### src/rtl/vga_pkg.sv
// Shared definitions for the bouncing-box VGA renderer.
//   H_ACTIVE / V_ACTIVE : visible area of the 640x480 timing this block feeds
//   rgb12_t             : 12-bit colour {r,g,b}, 4 bits each
//   dir_t               : per-axis motion direction (increasing / decreasing)
package vga_pkg;

  localparam int unsigned H_ACTIVE = 640;
  localparam int unsigned V_ACTIVE = 480;

  typedef struct packed {
    logic [3:0] r;
    logic [3:0] g;
    logic [3:0] b;
  } rgb12_t;

  typedef enum logic {
    DIR_INC,
    DIR_DEC
  } dir_t;

endpackage

### src/rtl/box_axis_motion.sv
// One axis of box motion: position register plus direction FSM.
//   clk, rst : pixel clock, asynchronous active-high reset
//   update   : advance the position by one step this cycle
//   pos      : current box edge (left or top), registered
//   bounce   : combinational, high when this update hits a limit and reverses
module box_axis_motion #(
  parameter int unsigned LIMIT = 640,
  parameter int unsigned SIZE  = 100,
  parameter int unsigned STEP  = 2,
  parameter int unsigned INIT  = 270
) (
  input  logic       clk,
  input  logic       rst,
  input  logic       update,
  output logic [9:0] pos,
  output logic       bounce
);
  import vga_pkg::*;

  localparam logic [10:0] LIMIT_W = 11'(LIMIT);
  localparam logic [10:0] SIZE_W  = 11'(SIZE);
  localparam logic [10:0] STEP_W  = 11'(STEP);
  localparam logic [9:0]  MAX_POS = 10'(LIMIT - SIZE);
  localparam logic [9:0]  INIT_W  = 10'(INIT);

  dir_t       dir;
  logic       hit_inc;
  logic       hit_dec;
  logic [10:0] pos_w;

  // 11-bit arithmetic keeps pos+STEP+SIZE from wrapping near the far edge.
  always_comb begin
    pos_w   = {1'b0, pos};
    hit_inc = (pos_w + STEP_W + SIZE_W) > LIMIT_W;
    hit_dec = pos_w < STEP_W;
    bounce  = update && ((dir == DIR_INC) ? hit_inc : hit_dec);
  end

  always_ff @(posedge clk or posedge rst) begin
    if (rst) begin
      pos <= INIT_W;
      dir <= DIR_INC;
    end else if (update) begin
      case (dir)
        DIR_INC: begin
          if (hit_inc) begin
            pos <= MAX_POS;
            dir <= DIR_DEC;
          end else begin
            pos <= pos + STEP_W[9:0];
          end
        end
        DIR_DEC: begin
          if (hit_dec) begin
            pos <= '0;
            dir <= DIR_INC;
          end else begin
            pos <= pos - STEP_W[9:0];
          end
        end
        default: begin
          pos <= INIT_W;
          dir <= DIR_INC;
        end
      endcase
    end
  end

endmodule

### src/rtl/vga_box_renderer.sv
// Pixel-colour source for a solid box bouncing around the visible area.
//   CLK_25, RESET        : pixel clock, asynchronous active-high reset
//   run                  : 1 enables motion, 0 freezes position and divider
//   pix_en, pix_x, pix_y : active-video flag and coordinates from timing stage
//   frame_start          : once-per-frame pulse in vertical blanking
//   VGA_R/G/B            : registered colour, 1-cycle latency
//   pix_valid            : pix_en delayed by one cycle
//   box_x, box_y         : current box top-left corner
//   hit_edge             : 1-cycle pulse when any axis bounced on an update
module vga_box_renderer #(
  parameter int unsigned H_ACTIVE  = vga_pkg::H_ACTIVE,
  parameter int unsigned V_ACTIVE  = vga_pkg::V_ACTIVE,
  parameter int unsigned BOX_SIZE  = 100,
  parameter int unsigned STEP      = 2,
  parameter int unsigned FRAME_DIV = 1,
  parameter logic [11:0] BOX_COLOR = 12'hFFF,
  parameter logic [11:0] BG_COLOR  = 12'h00F
) (
  input  logic       CLK_25,
  input  logic       RESET,
  input  logic       run,
  input  logic       pix_en,
  input  logic [9:0] pix_x,
  input  logic [9:0] pix_y,
  input  logic       frame_start,
  output logic [3:0] VGA_R,
  output logic [3:0] VGA_G,
  output logic [3:0] VGA_B,
  output logic       pix_valid,
  output logic [9:0] box_x,
  output logic [9:0] box_y,
  output logic       hit_edge
);
  import vga_pkg::*;

  localparam logic [7:0]  DIV_LAST = 8'(FRAME_DIV - 1);
  localparam logic [10:0] SIZE_M1  = 11'(BOX_SIZE - 1);

  logic [7:0] divider;
  logic       fire;
  logic       bounce_x;
  logic       bounce_y;
  logic       in_box;
  rgb12_t     rgb;

  assign fire = frame_start && run && (divider == DIV_LAST);

  box_axis_motion #(
    .LIMIT(H_ACTIVE),
    .SIZE (BOX_SIZE),
    .STEP (STEP),
    .INIT ((H_ACTIVE - BOX_SIZE) / 2)
  ) u_axis_x (
    .clk   (CLK_25),
    .rst   (RESET),
    .update(fire),
    .pos   (box_x),
    .bounce(bounce_x)
  );

  box_axis_motion #(
    .LIMIT(V_ACTIVE),
    .SIZE (BOX_SIZE),
    .STEP (STEP),
    .INIT ((V_ACTIVE - BOX_SIZE) / 2)
  ) u_axis_y (
    .clk   (CLK_25),
    .rst   (RESET),
    .update(fire),
    .pos   (box_y),
    .bounce(bounce_y)
  );

  // Compare against the position currently registered, so a frame_start
  // landing on an active pixel still renders that pixel at the old position.
  always_comb begin
    in_box = ({1'b0, pix_x} >= {1'b0, box_x}) &&
             ({1'b0, pix_x} <= ({1'b0, box_x} + SIZE_M1)) &&
             ({1'b0, pix_y} >= {1'b0, box_y}) &&
             ({1'b0, pix_y} <= ({1'b0, box_y} + SIZE_M1));
  end

  always_ff @(posedge CLK_25 or posedge RESET) begin
    if (RESET) begin
      divider   <= '0;
      hit_edge  <= 1'b0;
      pix_valid <= 1'b0;
      rgb       <= '0;
    end else begin
      if (frame_start && run) begin
        divider <= fire ? '0 : divider + 8'd1;
      end
      hit_edge  <= bounce_x || bounce_y;
      pix_valid <= pix_en;
      if (!pix_en) begin
        rgb <= '0;
      end else if (in_box) begin
        rgb <= BOX_COLOR;
      end else begin
        rgb <= BG_COLOR;
      end
    end
  end

  assign VGA_R = rgb.r;
  assign VGA_G = rgb.g;
  assign VGA_B = rgb.b;

endmodule

### config.mk
export PLATFORM = sky130hd
export DESIGN_NAME = vga_box_renderer
export DESIGN_NICKNAME = d
export VERILOG_FILES = /design/src/rtl/vga_pkg.sv /design/src/rtl/box_axis_motion.sv /design/src/rtl/vga_box_renderer.sv
export SDC_FILE = /design/constraint.sdc
export NUM_CORES = 1
export LEC_CHECK = 0
export BUFFER_PORTS_ARGS = -buffer_cell sky130_fd_sc_hd__buf_4
export CAP_MARGIN = 10
export CORE_MARGIN = 2
export CORE_UTILIZATION = 60
export DETAILED_ROUTE_END_ITERATION = 8
export PLACE_DENSITY = 0.92
export SLEW_MARGIN = 40
export SYNTH_ARGS = -nofsm -noshare
export SYNTH_HDL_FRONTEND = slang
export SYNTH_SLANG_ARGS = --single-unit
export TNS_END_PERCENT = 100
### constraint.sdc
create_clock -name CLK_25 -period 4.9 [get_ports CLK_25]
set_input_delay 0.735 -clock CLK_25 [delete_from_list [all_inputs] [get_ports CLK_25]]
set_output_delay 0.735 -clock CLK_25 [all_outputs]
set_load 0.05 [all_outputs]
Word level (Yosys, flattened, before mapping)
Cells that the tools add are included.
{"block": "totals", "regBits": 44, "elab_cells": 57}
{"block": "classes", "n_mux": 17, "addsub": 11, "n_lt_le_gt_ge": 8, "bitwise_logic": 2, "n_reduce_logical": 9}
{"operator": "10-bit two-way mux", "n": 4}
{"operator": "10-bit one-hot mux with 2 select lines", "n": 2}
{"operator": "12-bit two-way mux", "n": 2}
{"operator": "10-bit by 2-bit adder with 11-bit output, second input constant", "n": 2}
{"operator": "10-bit by 7-bit adder with 11-bit output, second input constant", "n": 2}
{"operator": "11-bit by 7-bit adder with 11-bit output, second input constant", "n": 2}
{"operator": "10-bit by 11-bit less-or-equal comparator with 1-bit output", "n": 2}
{"operator": "10-bit by 2-bit adder with 10-bit output, second input constant", "n": 2}
{"operator": "10-bit greater-or-equal comparator", "n": 2}
{"operator": "10-bit by 2-bit < comparator with 1-bit output, second input constant", "n": 2}
{"operator": "10-bit by 2-bit subtractor with 10-bit output, second input constant", "n": 2}
{"operator": "11-bit by 10-bit greater-than comparator with 1-bit output, second input constant", "n": 1}
{"operator": "11-bit by 9-bit greater-than comparator with 1-bit output, second input constant", "n": 1}
{"operator": "8-bit by 1-bit adder with 8-bit output, second input constant", "n": 1}
{"operator": "8-bit logical NOT", "n": 1}
{"operator": "8-bit two-way mux", "n": 1}
{"operator": "1-bit logical AND", "n": 7}
{"operator": "1-bit two-way mux", "n": 6}
{"operator": "1-bit one-hot mux with 2 select lines", "n": 2}
{"operator": "1-bit inverter", "n": 2}
{"operator": "1-bit logical OR", "n": 1}

Longest topological paths before layout
Gate-level depths: netlist of the first run.
{"block": "depth", "word_depth": 7, "depth_mapped": 12, "depth_no_buf": 11}

By module
Synthesis of the first run repeated with hierarchy kept, for this count alone.
{"block": "hier_totals", "hier_cells": 457, "area_unflattened_um2": 3751.1}
{"mod": "vga_box_renderer", "area_per_inst_um2": 1793.0, "n_inst": 1, "cells_each": 212}
{"mod": "box_axis_motion at u_axis_x", "area_per_inst_um2": 1003.5, "n_inst": 1, "cells_each": 122}
{"mod": "box_axis_motion at u_axis_y", "area_per_inst_um2": 954.7, "n_inst": 1, "cells_each": 123}

Least setup slack after synthesis of the first run
Ideal clock, no wire load.
{"block": "synth_timing", "path_kind": "flip-flop to flip-flop", "from": "register u_axis_x.pos[1]", "to": "register rgb, in the netlist VGA_G[2]", "slack_ns": 2.008, "t_required_ns": 4.823, "arrival_ns": 2.815, "period_less_slack_ns": 2.892, "setup_ns": 0.077, "n_path_buf": 1, "path_stages_with_launch": 12, "path_cell_list": "dfstp_2 clkbuf_2 nand4_1 nand2_1 nand2_1 xnor2_1 ha_1 a2111oi_0 o221a_2 nor3_1 or4_1 a21oi_1"}
{"block": "synth_between", "elab_chain_len": 7, "elab_cells_between_ends": 8, "cone_classes": "add/sub: 1; order compare: 2; mux: 2; reduce/logical: 3"}
{"element": "start: declaration", "line": "box_axis_motion.sv:15", "rtl": "output logic [9:0] pos,"}
{"element": "start signal: assignment", "line": "box_axis_motion.sv:50", "rtl": "pos <= pos + STEP_W[9:0];"}
{"element": "start signal: assignment", "line": "box_axis_motion.sv:58", "rtl": "pos <= pos - STEP_W[9:0];"}
{"element": "10-bit by 7-bit adder with 11-bit output", "line": "vga_box_renderer.sv:78", "rtl": "({1'b0, pix_x} <= ({1'b0, box_x} + SIZE_M1)) &&"}
{"element": "10-bit by 11-bit less-or-equal comparator with 1-bit output", "line": "vga_box_renderer.sv:78"}
{"element": "1-bit logical AND (*)", "line": "vga_box_renderer.sv:77", "rtl": "in_box = ({1'b0, pix_x} >= {1'b0, box_x}) &&"}
{"element": "1-bit logical AND (*)", "line": "vga_box_renderer.sv:78"}
{"element": "1-bit logical AND (*)", "line": "vga_box_renderer.sv:79", "rtl": "({1'b0, pix_y} >= {1'b0, box_y}) &&"}
{"element": "12-bit two-way mux (*)", "line": "vga_box_renderer.sv:97", "rtl": "end else if (in_box) begin"}
{"element": "12-bit two-way mux (*)", "line": "vga_box_renderer.sv:95", "rtl": "if (!pix_en) begin"}
{"element": "end signal: assignment", "line": "vga_box_renderer.sv:96", "rtl": "rgb <= '0;"}
{"element": "end signal: assignment", "line": "vga_box_renderer.sv:98", "rtl": "rgb <= BOX_COLOR;"}
{"element": "end signal: assignment", "line": "vga_box_renderer.sv:100", "rtl": "rgb <= BG_COLOR;"}
{"element": "end: declaration", "line": "vga_box_renderer.sv:44", "rtl": "rgb12_t rgb;"}
Mark *: on every way between the ends. The rest lies on a longest branch, timed or not.
A chain may end at the register's enable or synchronous reset.

Worst setup path in the final report of the first run
{"block": "layout_timing", "from": "register u_axis_x.pos[3]", "to": "register rgb, in the netlist VGA_G[2]"}
Same word-level chain as after synthesis.

==> impl_metrics.tcl, run 1 <==
set metrics [dict create \
    outcome "completed" \
    worst-slew-pin-transition_ps 647.9 \
    ir_worst_vdd_v 0.0003772 \
    rows 27 \
    htreeDepth 2 \
    rr_worst_depth 10 \
    wirelength_mm 8.665 \
    power.density_nw_per_um2 547.9 \
    path_clk_slew_ps 70 \
    rsz0062_at_grt "false" \
    fin_crit_sh_pct 65.18 \
    antenna_cells 0 \
    cts_inserted_buffers 5 \
    wl_per_cell_um 16.66 \
    place_hpwl_mm 6.628 \
    numPlacedInstances 512 \
    clock_sinks 31 \
    whs_path_depth 1 \
    grt_pass1_wl_mm 14.66 \
    synth-edff-count 0 \
    crit_type "register to register" \
    worstHoldPathType "register to register" \
    drc 0 \
    drive_above_1_share_pct 20.09 \
    antenna_found_initial 0 \
    crit_buf_inv 0 \
    finalPower_w 0.002078 \
    postCtsHoldBufs 0 \
    fin_crit_ps 3194 \
    gp_congestion 0.9513 \
    pin_count 59 \
    finalSetupTns_ps 0 \
    drt_iter0_drc 416 \
    vias 3398 \
    die_area_um2 6304 \
    initial_core_util_pct 61.94 \
    final_cell_mix "buf_4, ha_1, nand2_1" \
    insertion_delay_ps 280 \
    max_slew_margin_pct 55.69 \
    layout_commonest_cell "buf_4" \
    ys_async_sr_fraction_pct 100.0 \
    finalHoldViolCount 0 \
    ys_seq_elements 31 \
    design.core.area_um2 5507 \
    syn_avg_cell_area_um2 8.140 \
    synthTopCellsByArea "dfrtp_1, ha_1, dfstp_2" \
    clock.fmax_ghz 0.3131 \
    path_depth 10 \
    worst_path_max_delay_cell "dfstp_2" \
    yosysSeqAreaShare_pct 23.11 \
    cts_root_buffer "clkbuf_8" \
    crit_family "compound AO/OA/AOI/OAI gates" \
    holdWs_ps 508.0 \
    design_area_um2 3792 \
    synth-main-ff-cell "dfrtp_1" \
    drv_cap 0 \
    fp.dieW_um 79.40 \
    cp_max_fo 13 \
    num-nets-final 514 \
    die_h_um 79.40 \
    first_global_vias 3145 \
    yosysUniqueCellTypes 68 \
    slew_violations 0 \
    clk_path_buf_depth 2 \
    io_buffers 56 \
    cts_setup_buffers 0 \
    overflow 0 \
    post_synth_inst_count 419 \
    instances_no_fill 520 \
    critPathArrivalTime_ps 3400 \
    leakagePower_nw 1.690 \
    clock-skew-final_ps 10.45 \
    synth_largest_area_cell "dfrtp_1" \
    routed_via_density 6.535 \
    yosysWarningCount 0 \
    synth_area_um2 3411 \
    setup_viol 0 \
    required_ps 5110 \
    grt_start_max_net_pins 32 \
    synth_top_area_share_pct 15.41 \
    cpMostUsedCell "nand2_1" \
    cts_resized 0 \
    syn_to_final_growth_pct 11.19 \
    crit_chain "nand4_1, nand2_1, nand2_1, xnor2_1, ha_1, a2111oi_0, o221a_2, nor3_1, or4_1, a21oi_1" \
    drt_first_pass_iters 6 \
    max_stage_delay_ps 650 \
    grt_usage_pct 28.76 \
    final_antenna_net_count 0 \
    placed_area_um2 3710 \
    start_kind "register" \
    crit_path_end_kind "register" \
    cts_tree "yes" \
]
[state kept, by name (all words and copies together) (netlist names)]
| name | cells |
|---|---|
| u_axis_y.pos | 9 |
| u_axis_x.dir | 1 |
| VGA_G | 1 |
| divider | 8 |
| VGA_B | 1 |
| u_axis_x.pos | 9 |
| hit_edge | 1 |
| u_axis_y.dir | 1 |
[synth_stat cells, types with 3 or more instances]
library cell / number
a31oi_1: 5
o211a_1: 3
buf_2: 9
a21o_1: 6
xnor2_1: 18
o211ai_1: 9
o21ai_1: 4
dfstp_2: 10
nand2_1: 35
or3_1: 4
o21ai_0: 32
a21oi_1: 26
clkbuf_1: 10
and3_1: 3
nor3_1: 12
a211o_1: 3
inv_1: 26
nand3_1: 14
o31ai_1: 5
nor2_1: 21
a2111oi_0: 3
xor2_1: 3
o2111ai_1: 3
nand4_1: 12
ha_1: 42
and2_1: 4
dfrtp_1: 21
buf_4: 15
nor4_1: 6
o21a_1: 4
[metal layers]
layer | wire length (µm) | track usage (%)
met1 | 3828 | 39.58
met2 | 4051 | 45.59
met3 | 637 | 5.543
met4 | 147 | 9.310
met5 | 0 | 0
[where the power goes]
group	switching (W)	internal, W	total [W]	leakage [nW]
Combinational	0.000832	0.000500	0.00133	1.27
Clock	0.0000946	0.0000995	0.000194	0.0422
Sequential	0.000199	0.000352	0.000551	0.378
[stage by stage]
step | worst slack (ps) | util [%]
floorplan | 2008 | -
global placement | 2154 | 67.37
detailed placement | 1760 | 67.37
CTS | 1761 | 68.85
global route | 1475 | 68.87
finish | 1706 | 68.87
[layout make-up]
| cell class | instances | area [µm²] |
|---|---|---|
| clock buffers | 7 | 76.32 |
| clock inverters | 1 | 5.005 |
| well taps | 72 | 90.09 |
| flip-flops and latches | 31 | 788.3 |
| fillers | 443 | 1714 |
| inverters | 26 | 97.59 |
| multi-input cells | 326 | 2307 |
| repair buffers | 57 | 427.9 |
[kinds of logic (layout without fill, tap and decap cells)]
logic type / Yosys count / after routing / share of synthesized area (%)
buffers and inverters: 63 / 91 / 9.391
other: 1 / 2 / 0.1099
AND/OR/NAND/NOR: 132 / 132 / 21.20
adder cells (fa/ha/maj): 42 / 42 / 15.41
flip-flops: 31 / 31 / 23.11
AO/OA/AOI/OAI: 129 / 129 / 25.39
XOR/XNOR: 21 / 21 / 5.393
[worst paths after layout]
| check | from | endpoint | slack, ps |
|---|---|---|---|
| max in group asynchronous | RESET | u_axis_x.pos[3] | 4040 |
| setup / recovery | u_axis_x.pos[3] | VGA_G[2] | 1710 |
| setup reg to reg | u_axis_x.pos[3] | VGA_G[2] | 1710 |
| hold reg to reg | divider[3] | divider[3] | 510 |
| min in group asynchronous | RESET | u_axis_y.pos[6] | 520 |
| hold / removal | divider[3] | divider[3] | 510 |
(Power assumes the default switching activity.)
==> run 2: changes to the inputs <==
- CORE_UTILIZATION: 60 -> 52
- PLACE_DENSITY: 0.92 -> 0.85
- clock period: 4.9 -> 2.9 ns (I/O delays scaled with it)
==> impl_metrics.tcl, run 2 (synthesis gave the netlist of run 1 again) <==
set metrics [dict create \
    outcome "completed" \
    power.density_nw_per_um2 946.6 \
    crit_path_end_kind "register" \
    numPlacedInstances 532 \
    met3_usage_pct 4.280 \
    cpMostUsedCell "nand2_1" \
    io_buffers 56 \
    use_met2_pct 41.90 \
    postCtsHoldBufs 0 \
    worst-slew-pin-transition_ps 607.4 \
    finalHoldViolCount 0 \
    setup_viol 0 \
    routed_via_density 6.335 \
    clock-skew-final_ps 2.598 \
    final_antenna_net_count 0 \
    insertion_delay_ps 290 \
    overflow 0 \
    fin_crit_ps 2761 \
    final_cell_mix "buf_4, ha_1, nand2_1" \
    finalPower_w 0.003750 \
    antenna_found_initial 0 \
    cts_resized 1 \
    max_stage_delay_ps 620 \
    place_hpwl_mm 6.979 \
    crit_buf_inv 0 \
    drive_above_1_share_pct 23.76 \
    critPathArrivalTime_ps 2980 \
    crit_family "simple AND/OR/NAND/NOR gates" \
    rsz0062_at_grt "false" \
    syn_to_final_growth_pct 16.14 \
    nFillCells 555 \
    drt_first_pass_iters 5 \
    required_ps 3120 \
    rr_worst_depth 10 \
    rows 29 \
    cp_max_fo 11 \
    rr_endpoint "VGA_G[2]" \
    clock.fmax_ghz 0.3621 \
    cts_root_buffer "clkbuf_8" \
    cts_setup_buffers 0 \
    drt_iter0_drc 545 \
    drc 0 \
    use_met1_pct 35.24 \
    grt.busiest_layer "met2" \
    crit_type "register to register" \
    antenna_cells 0 \
    vias 3421 \
    instances_no_fill 540 \
    design.core.area_um2 6350 \
    clock_sinks 31 \
    first_global_vias 3294 \
    initial_core_util_pct 53.71 \
    die_h_um 84.99 \
    leakagePower_nw 1.782 \
    grt_pass1_wl_mm 15.44 \
    worst_path_max_delay_cell "dfstp_2" \
    gp_congestion 0.9162 \
    slew_violations 0 \
    ir_worst_vdd_v 0.0005244 \
    wirelength_mm 8.989 \
    path_clk_slew_ps 70 \
    fp.dieW_um 84.99 \
    grt_start_max_net_pins 27 \
    worstHoldPathType "input pin to asynchronous set/reset pin" \
    clk_path_buf_depth 2 \
    wl_per_cell_um 16.65 \
    max_slew_margin_pct 59.51 \
    cts_tree "yes" \
    grt_usage_pct 26.02 \
    drv_cap 0 \
    start_kind "register" \
    layout_commonest_cell "buf_4" \
    reg2reg_slack_ps 140 \
    htreeDepth 2 \
    crit_chain "nand4_1, nand2_1, nand2_1, xnor2_1, ha_1, a2111oi_2, o221a_2, nor3_1, or4_1, a21oi_1" \
    num-nets-final 529 \
    pin_count 59 \
    top_regs "u_axis_x.pos: 9 flops, u_axis_y.pos: 9 flops, divider: 8 flops" \
    die_area_um2 7223 \
    fin_crit_sh_pct 95.22 \
    cts_inserted_buffers 5 \
    worstReg2RegStart "u_axis_x.pos[1]" \
]
run 2: cell types whose count changed in the layout (fill, tap and decap cells not counted), sizes merged:
| cell | before | now |
|---|---|---|
| buf | 57 | 72 |
| bufinv | 0 | 1 |
| clkbuf | 7 | 6 |
run 2: cell type report:
cell class              instances  area (µm²)  area share [%]
repair buffers                 72       540.5           13.64
flip-flops and latches         31       788.3           19.90
multi-input cells             326        2321           58.59
well taps                      77       96.34           2.432
clock inverters                 2       35.03          0.8844
clock buffers                   6       82.58           2.085
inverters                      26       97.59           2.464
run 2: per-layer routing:
layer | part of all wire (%) | up-vias
li1 | - | 1632
met1 | 45 | 1593
met3 | 6.6 | 29
met5 | 0 | -
met4 | 2.7 | 0
met2 | 46 | 167
run 2: worst max path at each step:
stage | startpoint | depth (start not counted) | end | slack, ps
after floorplan | u_axis_x.pos[1] | 11 | VGA_G[2] | 8
after global placement | u_axis_x.pos[1] | 10 | VGA_G[2] | 230
after detailed placement | u_axis_x.pos[1] | 10 | VGA_G[2] | -10
after CTS | u_axis_x.pos[1] | 10 | VGA_G[2] | 30
after global routing | u_axis_x.pos[1] | 11 | VGA_G[2] | 30
final | u_axis_x.pos[1] | 10 | VGA_G[2] | 140
run 2: stage by stage:
stage               setup TNS [ps]  cell area (µm²)  hold slack (ps)  utilization [%]  worst slack, ps
floorplan                        0             3415            460.9                -            7.832
global placement                 0             3829            483.5            60.30            225.0
detailed placement          -10.32             3829            503.2            60.30           -10.32
CTS                              0             3948            207.1            62.17            33.33
global route                     0             3961            232.9            62.38            27.99
finish                           0             3961            184.6            62.38            138.6
run 2: power by group:
group          total (W)  switching, W  internal [W]
logic            0.00244       0.00151      0.000931
clock network   0.000456      0.000178      0.000278
registers       0.000851      0.000257      0.000593
total            0.00375       0.00195       0.00180
==> run 3: changes to the inputs <==
- PLACE_DENSITY: 0.85 -> 0.78
==> impl_metrics.tcl, run 3 (synthesis gave the netlist of run 1 again) <==
set metrics [dict create \
    rows 29 \
    top_regs "u_axis_x.pos: 9 flops, u_axis_y.pos: 9 flops, divider: 8 flops" \
    cts_inserted_buffers 5 \
    rr_worst_depth 10 \
    antenna_cells 0 \
    critPathArrivalTime_ps 2850 \
    max_slew_margin_pct 58.44 \
    wirelength_mm 9.161 \
    crit_type "register to register" \
    rr_endpoint "VGA_G[2]" \
    path_clk_slew_ps 70 \
    cts_tree "yes" \
    vias 3385 \
    fp.dieW_um 84.99 \
    final_cell_mix "buf_4, ha_1, nand2_1" \
    worstHoldPathType "input pin to asynchronous set/reset pin" \
    layout_commonest_cell "buf_4" \
    reg2reg_slack_ps 260 \
    fin_crit_sh_pct 90.94 \
    num-nets-final 535 \
    ir_worst_vdd_v 0.0006093 \
    nFillCells 577 \
    power.density_nw_per_um2 938.4 \
    drv_cap 0 \
    rsz0062_at_grt "false" \
    io_buffers 56 \
    final_antenna_net_count 0 \
    place_hpwl_mm 7.132 \
    seq_area_um2 788.3 \
    gp_congestion 0.9283 \
    grt_usage_pct 25.52 \
    drive_above_1_share_pct 24.31 \
    syn_to_final_growth_pct 17.39 \
    clock-skew-final_ps 6.976 \
    clock_sinks 31 \
    initial_core_util_pct 53.71 \
    finalHoldViolCount 0 \
    clock.fmax_ghz 0.3792 \
    drt_iter0_drc 375 \
    clk_path_buf_depth 2 \
    placed_area_um2 3829 \
    fin_crit_ps 2637 \
    design_area_um2 4004 \
    overflow 0 \
    cp_max_fo 6 \
    multiInputGateArea_um2 2326 \
    drc 0 \
    routed_via_density 6.200 \
    worstReg2RegStart "u_axis_x.pos[1]" \
    insertion_delay_ps 290 \
    crit_path_end_kind "register" \
    grt_start_max_net_pins 26 \
    die_area_um2 7223 \
    slew_violations 0 \
    wl_per_cell_um 16.78 \
    antenna_found_initial 0 \
    required_ps 3110 \
    pin_count 59 \
    setup_viol 0 \
    design.core.area_um2 6350 \
    cts_root_buffer "clkbuf_8" \
    first_global_vias 3224 \
    holdWs_ps 191.0 \
    outcome "completed" \
    start_kind "register" \
    htreeDepth 2 \
    leakagePower_nw 1.818 \
    drt_first_pass_iters 5 \
    die_h_um 84.99 \
    grt_pass1_wl_mm 15.15 \
    worst-slew-pin-transition_ps 617.6 \
]
-- run 3: cell count changes in the layout (fill, tap and decap cells not counted), sizes merged --
cell,delta
clkbuf,+2
bufinv,-1
dlymetal6s2s,+2
clkinv,-1
buf,+4
-- run 3: final cells by class --
cell class / count / share of cell area [%]
clock buffers: 8 / 2.500
inverters: 26 / 2.437
multi-input cells: 326 / 58.09
flip-flops and latches: 31 / 19.69
well taps: 77 / 2.406
repair buffers: 78 / 14.87
-- run 3: stage by stage --
step | cells | setup WS (ps) | power (W) | utilization [%] | setup TNS, ps
detailed placement | 532 | -35.70 | 0.003247 | 60.30 | -35.70
floorplan | 420 | 7.832 | 0.002604 | - | 0
finish | 546 | 262.8 | 0.003757 | 63.05 | 0
CTS | 540 | 8.837 | 0.003653 | 61.89 | 0
global route | 546 | 48.01 | 0.004060 | 63.05 | 0
global placement | 532 | 197.4 | 0.003177 | 60.30 | 0
-- run 3: power by group --
group	total [W]	switching [W]	internal, W
registers	0.000841	0.000247	0.000594
logic	0.00253	0.00155	0.000979
clock network	0.000383	0.000167	0.000217
total	0.00376	0.00197	0.00179
-- run 3: routing by layer --
metal  up-vias  part of all wire [%]  global-route usage, %  wire length, µm
li1       1638                     -                      -                -
met1      1594                    44                  34.26             4017
met2       140                    48                  42.76             4398
met3        13                   6.8                  3.988              626
met4         0                   1.3                  6.926              118
met5         -                     0                      0                0
-- run 3: critical path, cell delays in order (launching register included) --
cell and delay (ps):
dfstp_2 580, inv_1 90, ha_1 340, inv_1 60, ha_1 320, a21o_1 190
a21oi_1 210, o221a_2 220, nor3_1 60, or4_1 390, a21oi_1 120
-- run 3: timing repair --
action	in CTS	in global routing
hold buffers	0	0
resized for setup	1	4
endpoints found under the setup margin	1	1
buffers inserted	0	6
-- run 3: worst max path at each step --
stage / from / endpoint / cells past startpoint / slack [ps]
floorplan: u_axis_x.pos[1] / VGA_G[2] / 11 / 8
global placement: u_axis_x.pos[1] / VGA_G[2] / 10 / 200
detailed placement: u_axis_x.pos[1] / VGA_G[2] / 10 / -40
CTS: u_axis_x.pos[1] / VGA_G[2] / 10 / 9
global route: u_axis_x.pos[3] / VGA_G[2] / 11 / 50
finish: u_axis_x.pos[1] / VGA_G[2] / 10 / 260
